`src/rtl/dice_roller.sv`:
```
// Multi-die roller for nine-segment LED dice: animates while roll is held, slows and settles on release.
// Latency: busy/done/value are registered and change one clk after the deciding edge; seg decodes value with no added delay.
// Backpressure: none. roll and clear are level inputs. Settling ignores them. done is a one-cycle pulse.
//
// Ports:
//   clk    system clock
//   rst    synchronous active-high reset
//   roll   debounced level; high animates the dice, its falling edge starts settling
//   clear  blanks all dice, honoured only while idle
//   value  die i face at [3i+:3], 0 = blank
//   seg    die i pattern at [9i+:9], bits 8..0 = tl,tc,tr,cl,c,cr,bl,bc,br
//   busy   high while rolling or settling
//   done   one-cycle pulse once the final faces are valid
module dice_roller #(
   parameter int          N_DICE       = 2,
   parameter int          MAX_FACE     = 6,
   parameter int          TICK_DIV     = 500000,
   parameter int          SETTLE_STEPS = 8,
   parameter logic [15:0] LFSR_SEED    = 16'hACE1
) (
   input  logic                clk,
   input  logic                rst,
   input  logic                roll,
   input  logic                clear,
   output logic [3*N_DICE-1:0] value,
   output logic [9*N_DICE-1:0] seg,
   output logic                busy,
   output logic                done
);

   // Wide enough for the longest settle period, so no counter ever wraps.
   localparam int CW = $clog2((SETTLE_STEPS + 1) * TICK_DIV + 1);

   localparam logic [1:0] S_IDLE   = 2'd0;
   localparam logic [1:0] S_ROLL   = 2'd1;
   localparam logic [1:0] S_SETTLE = 2'd2;
   localparam logic [1:0] S_DONE   = 2'd3;

   localparam logic [CW-1:0] TICK_LAST  = CW'(TICK_DIV - 1);
   localparam logic [CW-1:0] TICK_INC   = CW'(TICK_DIV);
   localparam logic [CW-1:0] PERIOD_INI = CW'(2 * TICK_DIV);
   localparam logic [CW-1:0] K_LAST     = CW'(SETTLE_STEPS - 1);
   localparam logic [CW-1:0] ONE        = CW'(1);

   logic [1:0]             state_q, state_d;
   logic [CW-1:0]          tick_q, tick_d;
   logic [CW-1:0]          period_q, period_d;
   logic [CW-1:0]          k_q, k_d;
   logic [3*N_DICE-1:0]    value_q, value_d;
   logic [15:0]            lfsr_q, lfsr_d;
   logic                   busy_q, done_q;
   logic [3*N_DICE-1:0]    stepped;

   // Advance one face by 1..4 and fold back into 1..MAX_FACE. The 4-bit sum
   // holds the worst case 7+1+3, and a blank die also lands in range.
   function automatic logic [2:0] step_face(input logic [2:0] v, input logic [1:0] r);
      logic [3:0] sum;
      sum = {1'b0, v} + 4'd1 + {2'b00, r};
      if (sum > 4'(MAX_FACE)) begin
         sum = sum - 4'(MAX_FACE);
      end
      return sum[2:0];
   endfunction

   function automatic logic [8:0] seg_of(input logic [2:0] v);
      logic [8:0] p;
      case (v)
         3'd1:    p = 9'h010;
         3'd2:    p = 9'h101;
         3'd3:    p = 9'h111;
         3'd4:    p = 9'h145;
         3'd5:    p = 9'h155;
         3'd6:    p = 9'h16D;
         3'd7:    p = 9'h17D;
         default: p = 9'h000;
      endcase
      return p;
   endfunction

   // Galois LFSR, right shift, taps 16'hB400.
   assign lfsr_d = {1'b0, lfsr_q[15:1]} ^ (lfsr_q[0] ? 16'hB400 : 16'h0000);

   // Each die draws its own 2-bit slice of the LFSR.
   always_comb begin
      stepped = '0;
      for (int i = 0; i < N_DICE; i++) begin
         stepped[3*i+:3] = step_face(value_q[3*i+:3], lfsr_q[2*i+:2]);
      end
   end

   always_comb begin
      state_d  = state_q;
      tick_d   = tick_q;
      period_d = period_q;
      k_d      = k_q;
      value_d  = value_q;
      case (state_q)
         S_IDLE: begin
            if (roll) begin
               state_d = S_ROLL;
               tick_d  = '0;
            end else if (clear) begin
               value_d = '0;
            end
         end
         S_ROLL: begin
            if (tick_q == TICK_LAST) begin
               value_d = stepped;
               tick_d  = '0;
            end else begin
               tick_d = tick_q + ONE;
            end
            // A step on the release cycle is kept; only the counters restart.
            if (!roll) begin
               state_d  = S_SETTLE;
               k_d      = '0;
               tick_d   = '0;
               period_d = PERIOD_INI;
            end
         end
         S_SETTLE: begin
            if (tick_q == period_q - ONE) begin
               value_d = stepped;
               tick_d  = '0;
               if (k_q == K_LAST) begin
                  state_d = S_DONE;
               end else begin
                  // Only grows while another step follows, keeping period within CW.
                  k_d      = k_q + ONE;
                  period_d = period_q + TICK_INC;
               end
            end else begin
               tick_d = tick_q + ONE;
            end
         end
         S_DONE: begin
            state_d = S_IDLE;
         end
         default: begin
            state_d = S_IDLE;
         end
      endcase
   end

   always_ff @(posedge clk) begin
      if (rst) begin
         state_q  <= S_IDLE;
         tick_q   <= '0;
         period_q <= '0;
         k_q      <= '0;
         value_q  <= '0;
         lfsr_q   <= LFSR_SEED;
         busy_q   <= 1'b0;
         done_q   <= 1'b0;
      end else begin
         state_q  <= state_d;
         tick_q   <= tick_d;
         period_q <= period_d;
         k_q      <= k_d;
         value_q  <= value_d;
         lfsr_q   <= lfsr_d;
         // Registered from the next state so busy/done line up with state_q.
         busy_q   <= (state_d == S_ROLL) || (state_d == S_SETTLE);
         done_q   <= (state_d == S_DONE);
      end
   end

   always_comb begin
      seg = '0;
      for (int i = 0; i < N_DICE; i++) begin
         seg[9*i+:9] = seg_of(value_q[3*i+:3]);
      end
   end

   assign value = value_q;
   assign busy  = busy_q;
   assign done  = done_q;

endmodule

```
`config.mk`:
```
export PLATFORM = sky130hd
export DESIGN_NAME = dice_roller
export DESIGN_NICKNAME = d
export VERILOG_FILES = /design/src/rtl/dice_roller.sv
export SDC_FILE = /design/constraint.sdc
export NUM_CORES = 1
export LEC_CHECK = 0
export ABC_CLOCK_PERIOD_IN_PS = 3400
export BUFFER_PORTS_ARGS = -buffer_cell sky130_fd_sc_hd__buf_2
export CORE_UTILIZATION = 56
export DETAILED_ROUTE_END_ITERATION = 8
export MAX_ROUTING_LAYER = met4
export PLACE_DENSITY = 0.77
export SYNTH_ARGS = -nofsm -noshare
export SYNTH_HDL_FRONTEND = slang
export SYNTH_SLANG_ARGS = --single-unit
```
`constraint.sdc`:
```
create_clock -name clk -period 3.4 [get_ports clk]
set_clock_uncertainty 0.2 [all_clocks]
set_input_delay 0.68 -clock clk [delete_from_list [all_inputs] [get_ports clk]]
set_output_delay 0.68 -clock clk [all_outputs]
set_load 0.1 [all_outputs]
```
==> impl_metrics.py, run 1 <==
metrics = {
    "status": {
        "status": "completed",
    },
    "routing": {
        "drt_wl_total_um": 14100,
        "remaining_drc_errors": 0,
        "ant_nets": 0,
        "avgRoutedWirePerCell_um": 16.2,
        "dr_total_vias": 5381,
        "drt_iter0_drc": 361,
        "m1WireLength_um": 6340,
        "route.met3.wl_um": 794,
        "avgViaCountPerCell": 6.20,
        "firstDrtPassIters": 5,
        "route.top_layer_used": "met4",
        "dr_wl_met2_um": 6710,
    },
    "worst_setup_path": {
        "crit_path_max_incr_delay_ns": 0.62,
        "required_ns": 3.44,
        "crit_arrival_ns": 3.33,
        "cp_num_buf_inv": 2,
        "crit_path_end_kind": "flop",
        "cp-start-kind": "flop",
        "cp_cell_sequence": "inv_2, ha_4, or4b_2, o21ai_0, nand2_1, o32a_1, or4_4, o2111a_1, buf_12, nor2_8, o211ai_1",
        "path_max_fanout": 20,
        "crit_path_top_delay_cell": "or4b_2",
        "critPathTopFamily": "simple AND/OR/NAND/NOR gates",
        "crit_type": "flop to flop",
    },
    "die": {
        "num_rows": 36,
        "ios": 30,
        "start_util": 0.577,
        "die_w_um": 102,
        "core_um2": 9770,
        "die_height_um": 102,
        "die_area_um2": 10500,
    },
    "final_layout": {
        "nets": 750,
        "drive_gt1_frac": 0.150,
        "layout_commonest_cell": "dfxtp_1",
        "n_antenna_cell": 0,
        "utilization": 0.629,
        "final_cell_mix": "dfxtp_1, nand2_1, a21oi_1",
        "area.growth.synth_to_final_pct": 9.10,
        "fillers": 867,
    },
    "global_route": {
        "grt_first_pass_wirelength_um": 22500,
        "overflow": 0,
        "antenna_found_initial": 0,
        "grt_use_total": 0.278,
        "grt_pass1_vias": 4693,
        "grt_max_degree": 71,
    },
    "clocking": {
        "worstSkewPairLatency_ns": 0.37,
        "cts_root_buf": "clkbuf_8",
        "cts.htree.levels": 3,
        "clock_path_buffers": 2,
        "cts_buffers": 9,
        "clock_sinks": 90,
        "clk_pin_slew_ns": 0.09,
        "cts_tree": "yes",
    },
    "power_and_ir_drop": {
        "seqPwrFrac": 0.439,
        "switching_share": 0.363,
        "combPwrFrac": 0.297,
        "leakage_nw": 2.31,
        "p_sw_mw": 0.951,
        "p_per_area_nw_per_um2": 426,
        "peakVddDrop_mv": 0.270,
        "p_int_mw": 1.67,
        "power_frac_clock": 0.264,
        "p_total_mw": 2.62,
    },
    "timing": {
        "relSlewSlack": 0.504,
        "fmax_mhz": 304,
        "setup_viol": 0,
        "worstMarginPinSlew_ns": 0.745,
        "tns_ns": 0,
        "fin_crit_sh": 0.967,
        "maxSlewViolCount": 0,
        "fin_hold_ws_ns": 0.227,
        "hold_violations": 0,
        "period_needed_ns": 3.29,
    },
    "synthesis": {
        "syn_avg_cell_area_um2": 7.73,
        "ys.flop_type": "dfxtp_1",
        "synth_edf_count": 0,
        "yosys-top-cells-area": "dfxtp_1, nand2_1, a21oi_1",
        "syn_area_um2": 5640,
        "async_flop_share": 0,
        "synth-seq-area-share": 0.320,
        "yosysWarnings": 0,
        "syn_inst": 729,
        "synth_top_area_cell": "dfxtp_1",
        "synth-seq-cells": 90,
        "ys_types": 68,
        "synth_top_area_frac": 0.320,
    },
    "run": {
        "max-cap-violations": 0,
    },
    "place": {
        "routabilityCongestion": 0.921,
        "portBuffers": 25,
        "dp_hpwl_um": 9600,
    },
    "worst_hold_path": {
        "hold_class": "flop to flop",
    },
}
-- cell families after synthesis --
| logic type | Yosys count | share of synthesized area |
|---|---|---|
| buffers and inverters | 95 | 0.0766 |
| XOR/XNOR | 29 | 0.0451 |
| adder cells (fa/ha/maj) | 16 | 0.0382 |
| AND/OR/NAND/NOR | 322 | 0.314 |
| multiplexers | 5 | 0.00888 |
| other | 1 | 0.000665 |
| AO/OA/AOI/OAI | 171 | 0.196 |
| flip-flops | 90 | 0.320 |
-- worst register-to-register path: cells and delay by family, from the launching register on --
kind / cells / cell delay, ns
simple gates: 4 / 1.40
compound gates: 4 / 0.84
flops: 1 / 0.33
buf+inv: 2 / 0.25
fa+ha+maj: 1 / 0.15
-- registers in the layout, indices dropped and copies added, names as in the netlist --
signal and cells:
busy 1, done 1, k_q 23, lfsr_q 16, period_q 18, state_q 2, tick_q 23, value 6
-- cells in the mapped netlist (4+ instances only) --
cell	count
and4_1	5
and2_1	17
a21oi_1	49
a31oi_1	5
mux2i_1	5
nand3_1	28
nor2b_1	19
or4_1	25
or3_1	4
buf_1	4
buf_2	9
o21ai_0	26
xnor2_1	14
xor2_1	15
a41o_1	4
nor4_1	16
o21ai_1	6
and3_1	10
inv_1	27
o31ai_1	25
nor4b_1	4
dfxtp_1	90
nand4_1	18
buf_4	11
o2111ai_1	4
or2_2	12
nor2_1	43
clkbuf_1	40
o211ai_1	10
nand2_1	84
ha_1	14
o22ai_1	14
nor3_1	24
-- path summary, 6_finish.rpt --
check	depth (start not counted)	slack, ns	to	start
max	11	0.11	tick_q[22]	period_q[5]
min	1	0.23	lfsr_q[7]	lfsr_q[8]
min reg2reg	1	0.23	lfsr_q[7]	lfsr_q[8]
max reg2reg	11	0.11	tick_q[22]	period_q[5]
-- power by group through the flow --
stage                     registers [mW]  logic [mW]  clock network, mW
after floorplan                     1.19       0.554                  0
after global placement              1.17       0.726                  0
after CTS                           1.14       0.754              0.700
after detailed placement            1.17       0.749                  0
after global routing                1.15       0.845              0.743
final                               1.15       0.778              0.691
-- area by class of cell --
type                       count  area, um^2  share of cell area
clock buffer                  11         141              0.0230
sequential                    90        1800               0.293
inverter                      28         105              0.0171
timing repair buffer          54         389              0.0633
tap                          133         166              0.0271
multi-input combinational    547        3500               0.570
clock inverter                 5        38.8             0.00631
-- layer usage --
metal,vias up,GRT usage
met4,0,0.0835
met2,167,0.453
met3,27,0.0520
met1,2553,0.348
met5,-,-
li1,2634,-
-- metrics by stage --
stage,cells,worst slack (ns),area [um^2]
2_1_floorplan,732,0.00209,5660
3_3_place_gp,850,0.111,5870
3_5_place_dp,850,0.0368,5870
4_1_cts,866,0.0211,6060
5_1_grt,868,-0.000850,6150
6_report,868,0.111,6150
-- what timing repair did --
action                                 in CTS  in global routing
hold buffers                                0                  0
setup endpoints to repair                   4                 58
endpoints found under the hold margin       0                  0
gates cloned                                0                  1
pin swaps                                   0                  5
setup buffers                               0                  1
gates resized for setup                     1                 14
(Power assumes the default switching activity.)
==> inputs of run 2 (changes only) <==
--- a/config.mk
+++ b/config.mk
@@ -5,12 +5,14 @@
 export SDC_FILE = /design/constraint.sdc
 export NUM_CORES = 1
 export LEC_CHECK = 0
+export ABC_AREA = 1
 export ABC_CLOCK_PERIOD_IN_PS = 3400
 export BUFFER_PORTS_ARGS = -buffer_cell sky130_fd_sc_hd__buf_2
-export CORE_UTILIZATION = 56
+export CORE_MARGIN = 3
+export CORE_UTILIZATION = 49
 export DETAILED_ROUTE_END_ITERATION = 8
 export MAX_ROUTING_LAYER = met4
-export PLACE_DENSITY = 0.77
+export PLACE_DENSITY = 0.69
 export SYNTH_ARGS = -nofsm -noshare
 export SYNTH_HDL_FRONTEND = slang
 export SYNTH_SLANG_ARGS = --single-unit
==> impl_metrics.py, run 2 <==
metrics = {
    "worst_setup_path": {
        "crit_path_end_kind": "flop",
        "crit_path_frequent_cell": "nand2_1",
        "crit_path_max_incr_delay_ns": 0.36,
        "required_ns": 3.46,
        "crit_arrival_ns": 3.00,
        "crit_path_top_delay_cell": "dfxtp_1",
        "cp_num_buf_inv": 2,
        "crit_type": "flop to flop",
        "path_max_fanout": 40,
        "cp_cell_sequence": "inv_1, ha_1, nand2_2, nor2_4, nand2_1, nand3_1, nand2_1, nor2_1, nand3_1, nor2_1, nand2_2, nand2_4, nand2_4, clkinv_4, nand2_1, nand2_1, nor2_1",
        "cp-start-kind": "flop",
        "critPathTopFamily": "simple AND/OR/NAND/NOR gates",
    },
    "place": {
        "portBuffers": 25,
        "routabilityCongestion": 0.960,
        "dp.cells": 1118,
        "dp_hpwl_um": 10300,
    },
    "power_and_ir_drop": {
        "p_sw_mw": 1.32,
        "p_total_mw": 3.18,
        "seqPwrFrac": 0.364,
        "leakage_nw": 2.80,
        "power_frac_clock": 0.313,
        "combPwrFrac": 0.323,
        "switching_share": 0.415,
        "p_int_mw": 1.86,
        "p_per_area_nw_per_um2": 489,
        "peakVddDrop_mv": 0.572,
    },
    "synthesis": {
        "syn_avg_cell_area_um2": 6.30,
        "synth_edf_count": 0,
        "syn_inst": 969,
        "syn_area_um2": 6110,
        "synthTopCellsByCount": "nand2_1, nor2_1, inv_1, nand3_1, dfxtp_1",
        "synth-seq-cells": 90,
        "synth_top_area_cell": "dfxtp_1",
        "synthMostInstantiatedCell": "nand2_1",
        "async_flop_share": 0,
        "yosysWarnings": 0,
        "synth_top_area_frac": 0.295,
        "synth-seq-area-share": 0.295,
        "yosys-top-cells-area": "dfxtp_1, nand2_1, nand3_1",
        "ys_types": 34,
        "ys.flop_type": "dfxtp_1",
    },
    "run": {
        "max-cap-violations": 0,
    },
    "final_layout": {
        "final_cell_mix": "nand2_1, nor2_1, inv_1",
        "drive_gt1_frac": 0.0756,
        "nets": 981,
        "area.growth.synth_to_final_pct": 6.74,
        "n_antenna_cell": 0,
        "finalNonFillerCells": 1134,
        "fillers": 1255,
        "utilization": 0.538,
        "layout_commonest_cell": "nand2_1",
        "reg.largest.list": "k_q (23), tick_q (23), period_q (18)",
    },
    "clocking": {
        "holdBufCountCts": 0,
        "cts_buffers": 9,
        "cts_root_buf": "clkbuf_16",
        "clock_sinks": 90,
        "cts_setup_buffers": 0,
        "cts.htree.levels": 3,
        "clock_path_buffers": 2,
        "cts_tree": "yes",
        "cts_resized": 0,
        "worstSkewPairLatency_ns": 0.36,
        "clk_pin_slew_ns": 0.07,
    },
    "timing": {
        "setup_viol": 0,
        "maxSlewViolCount": 0,
        "hold_violations": 0,
        "relSlewSlack": 0.620,
        "fin_hold_ws_ns": 0.210,
        "fmax_mhz": 341,
        "period_needed_ns": 2.94,
        "tns_ns": 0,
        "rsz0062_at_grt": "no",
        "worstMarginPinSlew_ns": 0.566,
        "fin_crit_sh": 0.864,
    },
    "worst_hold_path": {
        "hold_class": "flop to flop",
    },
    "routing": {
        "remaining_drc_errors": 0,
        "avgRoutedWirePerCell_um": 12.6,
        "avgViaCountPerCell": 5.11,
        "firstDrtPassIters": 5,
        "drt_iter0_drc": 322,
        "dr_total_vias": 5800,
        "ant_nets": 0,
        "drt_wl_total_um": 14300,
    },
    "global_route": {
        "antenna_found_initial": 0,
        "grt_pass1_vias": 5200,
        "grt_use_total": 0.218,
        "overflow": 0,
        "grt_first_pass_wirelength_um": 24800,
        "grt_max_degree": 48,
    },
    "die": {
        "die_area_um2": 13800,
        "die_w_um": 118,
        "ios": 30,
        "die_height_um": 118,
        "start_util": 0.504,
        "num_rows": 40,
        "core_um2": 12100,
    },
    "status": {
        "status": "completed",
    },
}
## run 2: path summary, 6_finish.rpt
check / start / endpoint / slack [ns] / cells after the start
setup / recovery: period_q[5] / k_q[1] / 0.46 / 17
hold / removal: lfsr_q[4] / lfsr_q[3] / 0.21 / 2
setup reg to reg: period_q[5] / k_q[1] / 0.46 / 17
hold reg to reg: lfsr_q[4] / lfsr_q[3] / 0.21 / 2
## run 2: power groups by stage
stage | combinational [mW] | sequential [mW] | clock, mW
2_1_floorplan | 0.800 | 1.26 | 0
3_3_place_gp | 1.02 | 1.18 | 0
3_5_place_dp | 1.02 | 1.18 | 0
4_1_cts | 1.03 | 1.16 | 1.03
5_1_grt | 1.13 | 1.17 | 1.06
6_report | 1.03 | 1.16 | 0.997
## run 2: per-layer routing
metal,vias to the layer above,wire (um),share of wire,track usage
met1,2604,7010,0.49,0.278
met4,0,195,0.014,0.0601
met5,-,0,0,-
met3,14,566,0.039,0.0490
met2,114,6560,0.46,0.350
li1,3068,-,-,-
## run 2: kinds of logic (layout without fill, tap and decap cells)
kind of cell | count (synthesis) | after routing | share of synthesized area
other | 1 | 4 | 0.000614
DFF | 90 | 90 | 0.295
buffers and inverters | 167 | 161 | 0.117
xor gates and xnor gates | 57 | 57 | 0.0818
adders and majority gates | 16 | 16 | 0.0352
and+or+nand+nor | 539 | 539 | 0.385
AOI/OAI and AO/OA | 99 | 99 | 0.0850
## run 2: worst min-delay path, delay by kind of cell (launching register included)
kind | cells | cell delay, ns
DFF | 1 | 0.30
and+or+nand+nor | 1 | 0.03
buffers and inverters | 1 | 0.04
## run 2: cell type report
type	count	area, um^2	area share
multi-input cells	715	3600	0.553
flip-flops and latches	90	1800	0.276
inverters	112	425	0.0653
clock buffers	9	225	0.0346
well taps	168	210	0.0323
repair buffers	33	185	0.0284
clock inverters	7	67.6	0.0104
## run 2: through the flow
step                      area, um^2  setup slack (ns)
after floorplan                 6120             0.128
after global placement          6220             0.502
after detailed placement        6220             0.472
after CTS                       6520             0.442
after global routing            6520             0.100
final                           6520             0.464
